[src/rtl/fft_frame_loader.sv]
// fft_frame_loader: packs a valid/ready sample stream into 16-entry
// master_ram frames, waits for the FFT pipeline to settle, then holds
// the frame (frame_ready) until the reader acknowledges it.
module fft_frame_loader #(
  parameter int unsigned DATA_W        = 16,
  parameter int unsigned ADDR_W        = 4,
  parameter int unsigned SETTLE_CYCLES = 4,
  parameter int unsigned CNT_W         = 8
) (
  input  logic              clk,
  input  logic              rst,
  input  logic              s_valid,
  input  logic [DATA_W-1:0] s_data,
  input  logic              s_last,
  output logic              s_ready,
  output logic [ADDR_W-1:0] write_addr,
  output logic [DATA_W-1:0] data_in,
  output logic              we,
  output logic              frame_ready,
  input  logic              frame_ack,
  output logic [CNT_W-1:0]  frame_cnt,
  output logic              err_last
);

  typedef enum logic [1:0] {
    FILL   = 2'd0,
    SETTLE = 2'd1,
    HOLD   = 2'd2
  } state_e;

  localparam logic [ADDR_W-1:0] IDX_LAST    = '1;
  localparam logic [7:0]        SETTLE_INIT = 8'(SETTLE_CYCLES);

  state_e              state_q, state_d;
  logic [ADDR_W-1:0]   idx_q, idx_d;
  logic [7:0]          cnt_q, cnt_d;
  logic                we_q, we_d;
  logic [ADDR_W-1:0]   addr_q, addr_d;
  logic [DATA_W-1:0]   data_q, data_d;
  logic [CNT_W-1:0]    fcnt_q, fcnt_d;
  logic                err_q, err_d;
  logic                fill_st;
  logic                accept;
  logic                at_last;

  // Ready is a pure state decode (no path from s_valid); forced low while
  // reset is held so the producer never sees a ready during reset.
  assign fill_st     = (state_q == FILL);
  assign s_ready     = fill_st & rst;
  assign accept      = fill_st & s_valid;
  assign at_last     = (idx_q == IDX_LAST);

  assign write_addr  = addr_q;
  assign data_in     = data_q;
  assign we          = we_q;
  assign frame_ready = (state_q == HOLD);
  assign frame_cnt   = fcnt_q;
  assign err_last    = err_q;

  // State and datapath registers, cleared asynchronously.
  always_ff @(posedge clk or negedge rst) begin
    if (!rst) begin
      state_q <= FILL;
      idx_q   <= '0;
      cnt_q   <= '0;
      we_q    <= 1'b0;
      addr_q  <= '0;
      data_q  <= '0;
      fcnt_q  <= '0;
      err_q   <= 1'b0;
    end else begin
      state_q <= state_d;
      idx_q   <= idx_d;
      cnt_q   <= cnt_d;
      we_q    <= we_d;
      addr_q  <= addr_d;
      data_q  <= data_d;
      fcnt_q  <= fcnt_d;
      err_q   <= err_d;
    end
  end

  // Next-state: fill 16 writes, count down the settle delay, hold for ack.
  always_comb begin
    state_d = state_q;
    idx_d   = idx_q;
    cnt_d   = cnt_q;
    we_d    = 1'b0;
    addr_d  = addr_q;
    data_d  = data_q;
    fcnt_d  = fcnt_q;
    err_d   = err_q;
    unique case (state_q)
      FILL: begin
        if (accept) begin
          we_d   = 1'b1;
          addr_d = idx_q;
          data_d = s_data;
          // s_last is only checked, never used for framing.
          if (s_last != at_last) begin
            err_d = 1'b1;
          end
          if (at_last) begin
            idx_d   = '0;
            state_d = SETTLE;
            cnt_d   = SETTLE_INIT;
          end else begin
            idx_d = idx_q + ADDR_W'(1);
          end
        end
      end
      SETTLE: begin
        if (cnt_q == 8'd0) begin
          state_d = HOLD;
        end else begin
          cnt_d = cnt_q - 8'd1;
        end
      end
      HOLD: begin
        if (frame_ack) begin
          state_d = FILL;
          fcnt_d  = fcnt_q + CNT_W'(1);
        end
      end
      default: begin
        state_d = FILL;
      end
    endcase
  end

endmodule

[config.mk]
export PLATFORM = sky130hd
export DESIGN_NAME = fft_frame_loader
export DESIGN_NICKNAME = d
export VERILOG_FILES = /design/src/rtl/fft_frame_loader.sv
export SDC_FILE = /design/constraint.sdc
export NUM_CORES = 1
export LEC_CHECK = 0
export ABC_CLOCK_PERIOD_IN_PS = 2600
export BUFFER_PORTS_ARGS = -buffer_cell sky130_fd_sc_hd__buf_2
export CORE_MARGIN = 4
export CORE_UTILIZATION = 50
export CTS_CLUSTER_SIZE = 24
export DETAILED_ROUTE_END_ITERATION = 6
export PLACE_DENSITY = 0.82
export SETUP_SLACK_MARGIN = 0.1
export SLEW_MARGIN = 10
export SYNTH_ARGS = -nofsm -noshare
export SYNTH_HDL_FRONTEND = slang
export SYNTH_SLANG_ARGS = --single-unit
[constraint.sdc]
create_clock -name clk -period 2.6 [get_ports clk]
set_input_delay 0.26 -clock clk [delete_from_list [all_inputs] [get_ports clk]]
set_output_delay 0.26 -clock clk [all_outputs]
set_load 0.1 [all_outputs]
After elaboration in Yosys (flattened, before gate mapping):

Index checks and enable logic that the tools add are counted.

* word-level logic and storage cells: 42
* bits in registers: 44
* bits of input ports: 21
* output and inout bits: 32

* muxes and demuxes: 12
* reduce and logical (&&, ||, !) cells: 8
* equal/unequal tests: 9
* bitwise gates (word level): 2
* $add $sub $neg: 3

Operator list (count)
* $mux W8: 3
* $pmux W8 S2: 1
* $add A8 B1 Y8 const B: 1
* $logic_not A8 Y1: 1
* $mux W2: 4
* $reduce_and A4 Y1: 2
* $sub A8 B1 Y8 const B: 1
* $ne A2 B1 Y1 const B: 3
* $pmux W2 S3: 1
* $add A4 B1 Y4 const B: 1
* $eq A4 B4 Y1 const B: 1
* $mux W4: 1
* $ne A2 B2 Y1 const B: 2
* $reduce_and A2 Y1: 2
* $reduce_and A3 Y1: 1
* $and A1 B1 Y1: 2
* $eq A2 B1 Y1 const B: 1
* $eq A2 B2 Y1 const B: 1
* $logic_not A2 Y1: 1
* $mux W1: 2
* $reduce_bool A2 Y1: 1
* $ne A1 B1 Y1: 1

Longest topological paths before layout:

Gate-level depths: netlist of run 1.

* depth after elaboration: 4
* gate-level depth with buffers: 6
* gate-level depth less buffers: 6

Least setup slack after synthesis of run 1:

OpenSTA, ideal clock, no wires.

* path type: flip-flop to output port
* from: register state_q[1]
* to: output s_ready
* stages on the path, launching flop included: 2
* path buffers: 0
* required time: 2340 ps
* data arrival time: 2632 ps
* slack: -292 ps
* cells stage by stage: dfrtp_1 nor3b_1

* longest elaborated chain between the ends: 2

RTL lines
* start, declared: RTL line 34 `state_e state_q, state_d;`
* start signal, assigned: RTL line 72 `state_q <= state_d;`
* $logic_not A2 Y1: RTL line 48 `assign fill_st = (state_q == FILL);`
* $and A1 B1 Y1: RTL line 49 `assign s_ready = fill_st & rst;`
* end, declared: RTL line 15 `output logic s_ready,`

No other way between the ends.

Worst setup path after layout of run 1:

* from: register cnt_q[0]
* to: register cnt_q[7]

* longest elaborated chain between the ends: 3
* elaborated cells between the ends (all ways): 6
* classes of those cells: 1 x add/sub; 1 x eq/ne; 2 x mux; 2 x reduce/logical

RTL lines
* start, declared: RTL line 36 `logic [7:0] cnt_q, cnt_d;`
* start signal, assigned: RTL line 74 `cnt_q <= cnt_d;`
* $sub A8 B1 Y8 / $logic_not A8 Y1 (equally long branches): RTL line 116, 113
* $mux W8 / $ne A2 B2 Y1 (equally long branches)
* $pmux W8 S2 / $reduce_and A4 Y1 (equally long branches)

Several ways; a longest one is shown, not always the timed one. The select of a mux whose other input is x is not followed.
A chain may end at the register's enable or synchronous reset.

==> metrics.csv, run 1 <==
metric,value,unit
wl_met2,1680,um
ant_nets,0,
io_pins,53,
ctsResizeCount,0,
cp.required,2.82,ns
synth_area,1900,um^2
num_rows,22,
ys_types,32,
n_antenna_cell,0,
setup_viol,0,
start_kind,flip-flop,
endpoint_kind,flip-flop,
period_minus_slack,1.80,ns
syn_nets,173,
cts_max_path_buffers,2,
relSlewSlack,0.643,
rsz0062_at_grt,no,
fmax,555,MHz
final_layout_size_suffix_gt1_frac,0.435,
drc,0,
grt_max_degree,45,
ys_seq_area_frac,0.580,
hold_viol,0,
die_area,4850,um^2
fin_tns_setup,0,ns
die_width,69.6,um
worstMarginPinSlew,0.535,ns
hpwlAfterDp,2520,um
ys.flop_type,dfrtp_1,
synthArstFlopShare,1.00,
grt_overflow_total,0,
wl_per_cell,13.5,um
synth_cells,148,
finalNetCount,231,
port_buffers,52,
globalplace.congestion,0.708,
route.met3.wl,265,um
r2r_slack,0.80,ns
vias,1330,
status,completed,
clk_latency,0.29,ns
start_util,0.518,
grt_first_pass_wirelength,5750,um
routed_wl,3430,um
finalClockSkew,0.00308,ns
max-cap-violations,0,
cts-root-buf,clkbuf_8,
highest_layer,met4,
yosys_warnings,0,
die_h,69.6,um
met1_length,1440,um
postCtsSetupBuffers,0,
maxSlewViolCount,0,
finalCritPeriodShare,0.694,
grt_util_all_layers,0.147,
grt_pass1_vias,1333,
fp.coreArea,3660,um^2
clock_sinks,44,
crit_fanout,9,
cts_tree,yes,
hold_path_class,input port to asynchronous set/reset pin,
fillers,317,
synth-edff-count,0,
antenna_found_initial,0,
drt-initial-drc-count,56,
postCtsHoldBufs,0,
drtPass1Iterations,4,
syn2layout_area_growth,24.1,%
avgSynthCellArea,12.8,um^2
h-tree-depth,2,
cts_inserted_buffers,5,
arrival,2.02,ns
viasPerCell,5.22,
critPathKind,flip-flop to flip-flop,
clk_pin_slew,0.08,ns
synth_seq_cells,44,
[stage by stage]
| stage | setup slack (ns) | hold slack, ns | util | std cells | cell area, um^2 |
|---|---|---|---|---|---|
| floorplan | 0.202 | -0.0356 | - | 148 | 1900 |
| global placement | 0.870 | 0.401 | 0.609 | 247 | 2230 |
| detailed placement | 0.810 | 0.401 | 0.609 | 247 | 2230 |
| CTS | 0.789 | 0.0837 | 0.643 | 255 | 2350 |
| global route | 0.711 | 0.107 | 0.643 | 255 | 2350 |
| finish | 0.797 | 0.0520 | 0.643 | 255 | 2350 |
[layer usage]
layer,vias up,track usage
met4,0,0.0638
li1,632,-
met3,5,0.0493
met5,-,0
met2,44,0.248
met1,649,0.169
[cells in the mapped netlist, types with 2 or more instances]
cell      count  area share
ha_1          4       0.026
nor3b_1       3       0.012
nand2_1       9       0.018
nand3b_1      3       0.012
mux2_2       21        0.12
dfrtp_1      44        0.58
xnor2_1       8       0.037
nand3_1       8       0.021
buf_2         3      0.0079
a21oi_1       4       0.011
nor3_1        2      0.0053
o21ai_0       6       0.016
nor2_1        6       0.012
xor2_1        3       0.014
mux2i_1       2       0.011
or4b_1        2       0.011
inv_1         5      0.0099
[worst max-delay path: stages, from the launching register on]
cell and delay, ns:
dfrtp_1 0.39, inv_1 0.07, ha_1 0.19, nor3b_2 0.19, a21o_4 0.26, or4b_1 0.50, a21oi_1 0.14
[logic make-up (layout without fill, tap and decap cells)]
| logic type | Yosys count | in the layout | share of synthesized area |
|---|---|---|---|
| DFF | 44 | 44 | 0.580 |
| and+or+nand+nor | 41 | 41 | 0.129 |
| muxes | 23 | 23 | 0.135 |
| AOI/OAI and AO/OA | 17 | 17 | 0.0613 |
| xor gates and xnor gates | 11 | 11 | 0.0508 |
| buffers and inverters | 8 | 67 | 0.0178 |
| adders and majority gates | 4 | 4 | 0.0264 |
[placed cells by master (no fill, tap or decap)]
cell / n
a31oi_1: 1
nor2_1: 6
a21oi_1: 4
nand4_1: 1
and2_1: 1
and3_1: 1
nor3b_2: 3
xor2_1: 3
a21o_4: 1
o41ai_1: 1
or4b_1: 2
buf_2: 52
buf_4: 2
xnor2_1: 8
mux2i_1: 2
o21ai_0: 6
nand2b_1: 1
o2bb2ai_1: 1
nand3b_1: 3
nand3_1: 8
nand2_1: 9
a211oi_1: 1
dfrtp_1: 44
a21o_1: 1
ha_1: 4
nor3b_1: 1
or3_2: 1
a211oi_2: 1
inv_1: 5
nor2b_1: 1
nor4_4: 1
nor3_1: 2
mux2_2: 21
bufinv_16: 1
clkbuf_8: 7
[flip-flops by register name (all words and copies together) (netlist names)]
name and count:
data_in 16, cnt_q 8, frame_cnt 8, idx_q 4, write_addr 4, state_q 2
err_last 1, we 1
[final cells by class]
cell class | count | area [um^2] | share of cell area
Clock inverter | 1 | 30.0 | 0.0128
Inverter | 5 | 18.8 | 0.00797
Sequential cell | 44 | 1100 | 0.468
Clock buffer | 7 | 96.3 | 0.0409
Tap cell | 48 | 60.1 | 0.0255
Multi-Input combinational cell | 96 | 773 | 0.328
Timing Repair Buffer | 54 | 275 | 0.117
[worst paths after layout]
kind                                            from                       to  cells past startpoint
min in group clk                          s_data[14]  data_in[14]$_DFFE_PN0P_                      2
worst max register to register  cnt_q[0]$_DFFE_PN0P_     cnt_q[7]$_DFFE_PN0P_                      6
max in group asynchronous                        rst   data_in[3]$_DFFE_PN0P_                      2
worst min register to register  err_last$_DFFE_PN0P_     err_last$_DFFE_PN0P_                      1
worst min-delay path                             rst     cnt_q[2]$_DFFE_PN0P_                      2
worst max-delay path            cnt_q[0]$_DFFE_PN0P_     cnt_q[7]$_DFFE_PN0P_                      6
Power of run 1 is left out: the tool's default activity adds up to more than one toggle a clock period on the data nets, which glitch-free logic cannot reach.
==> run 2, diff against run 1 <==
--- a/config.mk
+++ b/config.mk
@@ -5,7 +5,7 @@
 export SDC_FILE = /design/constraint.sdc
 export NUM_CORES = 1
 export LEC_CHECK = 0
-export ABC_CLOCK_PERIOD_IN_PS = 2600
+export ABC_CLOCK_PERIOD_IN_PS = 1800
 export BUFFER_PORTS_ARGS = -buffer_cell sky130_fd_sc_hd__buf_2
 export CORE_MARGIN = 4
 export CORE_UTILIZATION = 50
==> constraint.sdc (replaced) <==
create_clock -name clk -period 1.8 [get_ports clk]
set_input_delay 0.18 -clock clk [delete_from_list [all_inputs] [get_ports clk]]
set_output_delay 0.18 -clock clk [all_outputs]
set_load 0.1 [all_outputs]
==> run 2 against run 1 <==
Compared with the run above: final cell count up 2.4%; non-clock buffer count is 6 higher; wire length increased by 7.8%; register-to-register slack got worse by 0.66 ns; hold slack improved by 0.059 ns; sequential share of layout area fell by 1.2 points; flip-flop and latch count is the same; first-iteration DRC count rose by 18%; count of clock-buffer cells in the layout did not move; via count increased by 2.7%; critical path type unchanged; critical endpoint unchanged; largest cell class unchanged.
==> metrics.csv, run 2 (same netlist as run 1, synthesis figures left out) <==
metric,value,unit,change
multi_input_area,800,um^2,+3.4%
grt_pass1_vias,1425,,+6.9%
largest_reg_flops,16,,unchanged
start_kind,flip-flop,,
n_antenna_cell,0,,unchanged
fmax,600,MHz,+8.1%
cts_tree,yes,,
drtPass1Iterations,5,,+1
syn2layout_area_growth,28.1,%,
antenna_found_initial,0,,unchanged
min_from,s_data[12],,
setup_viol,0,,unchanged
cts-root-buf,clkbuf_8,,
status,completed,,
clk_pin_slew,0.08,ns,about the same
final_cell_mix,"50 x buf_2, 39 x dfrtp_1, 21 x mux2_2",,
regArea,1110,um^2,+0.57%
finalClockSkew,0.00321,ns,+0.000125 ns
drc,0,,unchanged
drt-initial-drc-count,66,,+18%
grt_max_degree,45,,unchanged
max-cap-violations,0,,unchanged
worstMarginPinSlew,0.531,ns,-0.00390 ns
clk_latency,0.29,ns,about the same
num_rows,22,,unchanged
hold_path_class,input port to flip-flop,,
layout.cells.non_filler,261,,+2.4%
critPathKind,flip-flop to flip-flop,,
io_pins,53,,unchanged
start_util,0.518,,unchanged
wl_per_cell,14.2,um,+5.3%
die_h,69.6,um,unchanged
grt_util_all_layers,0.161,,+0.0147
place_inst,248,,+0.40%
final_layout_size_suffix_gt1_frac,0.493,,+0.0582
fp.coreArea,3660,um^2,unchanged
viasPerCell,5.23,,+0.35%
worstHoldPathCells,2,,
fin_util,0.664,,+0.0212
clock_sinks,44,,unchanged
grt_first_pass_wirelength,6350,um,+10%
final_area,2430,um^2,+3.3%
r2r-start,cnt_q[0]$_DFFE_PN0P_,,
cts_inserted_buffers,5,,unchanged
h-tree-depth,2,,unchanged
r2r_cells,6,,unchanged
finalCritPeriodShare,0.926,,+0.233
worstReg2RegEnd,cnt_q[7]$_DFFE_PN0P_,,
hold_viol,0,,unchanged
routed_wl,3700,um,+7.8%
globalplace.congestion,0.740,,+4.5%
fillers,284,,-10%
die_area,4850,um^2,unchanged
hpwlAfterDp,2630,um,+4.4%
endpoint_kind,flip-flop,,
cp.required,2.03,ns,-0.79 ns
finalNetCount,237,,+2.6%
cts_max_path_buffers,2,,unchanged
grt_overflow_total,0,,unchanged
period_minus_slack,1.67,ns,-0.136 ns
relSlewSlack,0.646,,+0.00260
ant_nets,0,,unchanged
fin_tns_setup,0,ns,unchanged
hold_path_end,data_in[12]$_DFFE_PN0P_,,
r2r_slack,0.13,ns,-0.66 ns
rsz0062_at_grt,yes,,
layout_commonest_cell,buf_2,,
arrival,1.89,ns,-0.13 ns
crit_fanout,3,,-6
die_width,69.6,um,unchanged
placed_area,2270,um^2,+2.0%
vias,1366,,+2.7%
maxSlewViolCount,0,,unchanged
port_buffers,52,,unchanged
-- run 2: worst max-delay path: stages, from the launching register on --
cell     delay, ns
dfrtp_1       0.37
inv_2         0.05
ha_2          0.17
nor3b_4       0.15
a21o_4        0.23
or4b_4        0.48
a21oi_2       0.14
-- run 2: repair_timing --
action / in CTS / in global routing
setup buffers: 3 / 1
hold buffers: 1 / 0
pin swaps: 2 / 3
hold endpoints to repair: 44 / 0
resized for setup: 0 / 7
setup endpoints to repair: 2 / 3
-- run 2: through the flow --
stage / worst slack (ns) / hold WS, ns
6_report: 0.133 / 0.111
5_1_grt: 0.0712 / 0.109
4_1_cts: 0.111 / 0.102
3_5_place_dp: 0.0367 / 0.310
3_3_place_gp: 0.100 / 0.308
2_1_floorplan: -0.0274 / -0.116
-- run 2: metal layers --
metal | GRT usage | vias up | part of all wire
met1 | 0.198 | 680 | 0.41
met2 | 0.281 | 36 | 0.53
met3 | 0.0420 | 3 | 0.046
met4 | 0.0447 | 0 | 0.010
met5 | 0 | - | 0
li1 | - | 647 | -
-- run 2: cell type report --
| type | instances | share of cell area |
|---|---|---|
| timing repair buffer | 60 | 0.145 |
| tap | 48 | 0.0247 |
| inverter | 5 | 0.00772 |
| sequential | 44 | 0.455 |
| clock inverter | 1 | 0.00309 |
| multi-input combinational | 96 | 0.329 |
| clock buffer | 7 | 0.0355 |
-- run 2: worst max path at each step --
stage	start	endpoint	slack, ns	depth (start not counted)
after floorplan	state_q[1]$_DFFE_PN0P_	s_ready	-0.03	1
after global placement	cnt_q[0]$_DFFE_PN0P_	cnt_q[7]$_DFFE_PN0P_	0.10	6
after detailed placement	cnt_q[0]$_DFFE_PN0P_	cnt_q[7]$_DFFE_PN0P_	0.04	6
after CTS	cnt_q[0]$_DFFE_PN0P_	cnt_q[7]$_DFFE_PN0P_	0.11	6
after global routing	cnt_q[0]$_DFFE_PN0P_	cnt_q[7]$_DFFE_PN0P_	0.07	7
final	cnt_q[0]$_DFFE_PN0P_	cnt_q[7]$_DFFE_PN0P_	0.13	6
Power of run 2 is left out for the same reason.
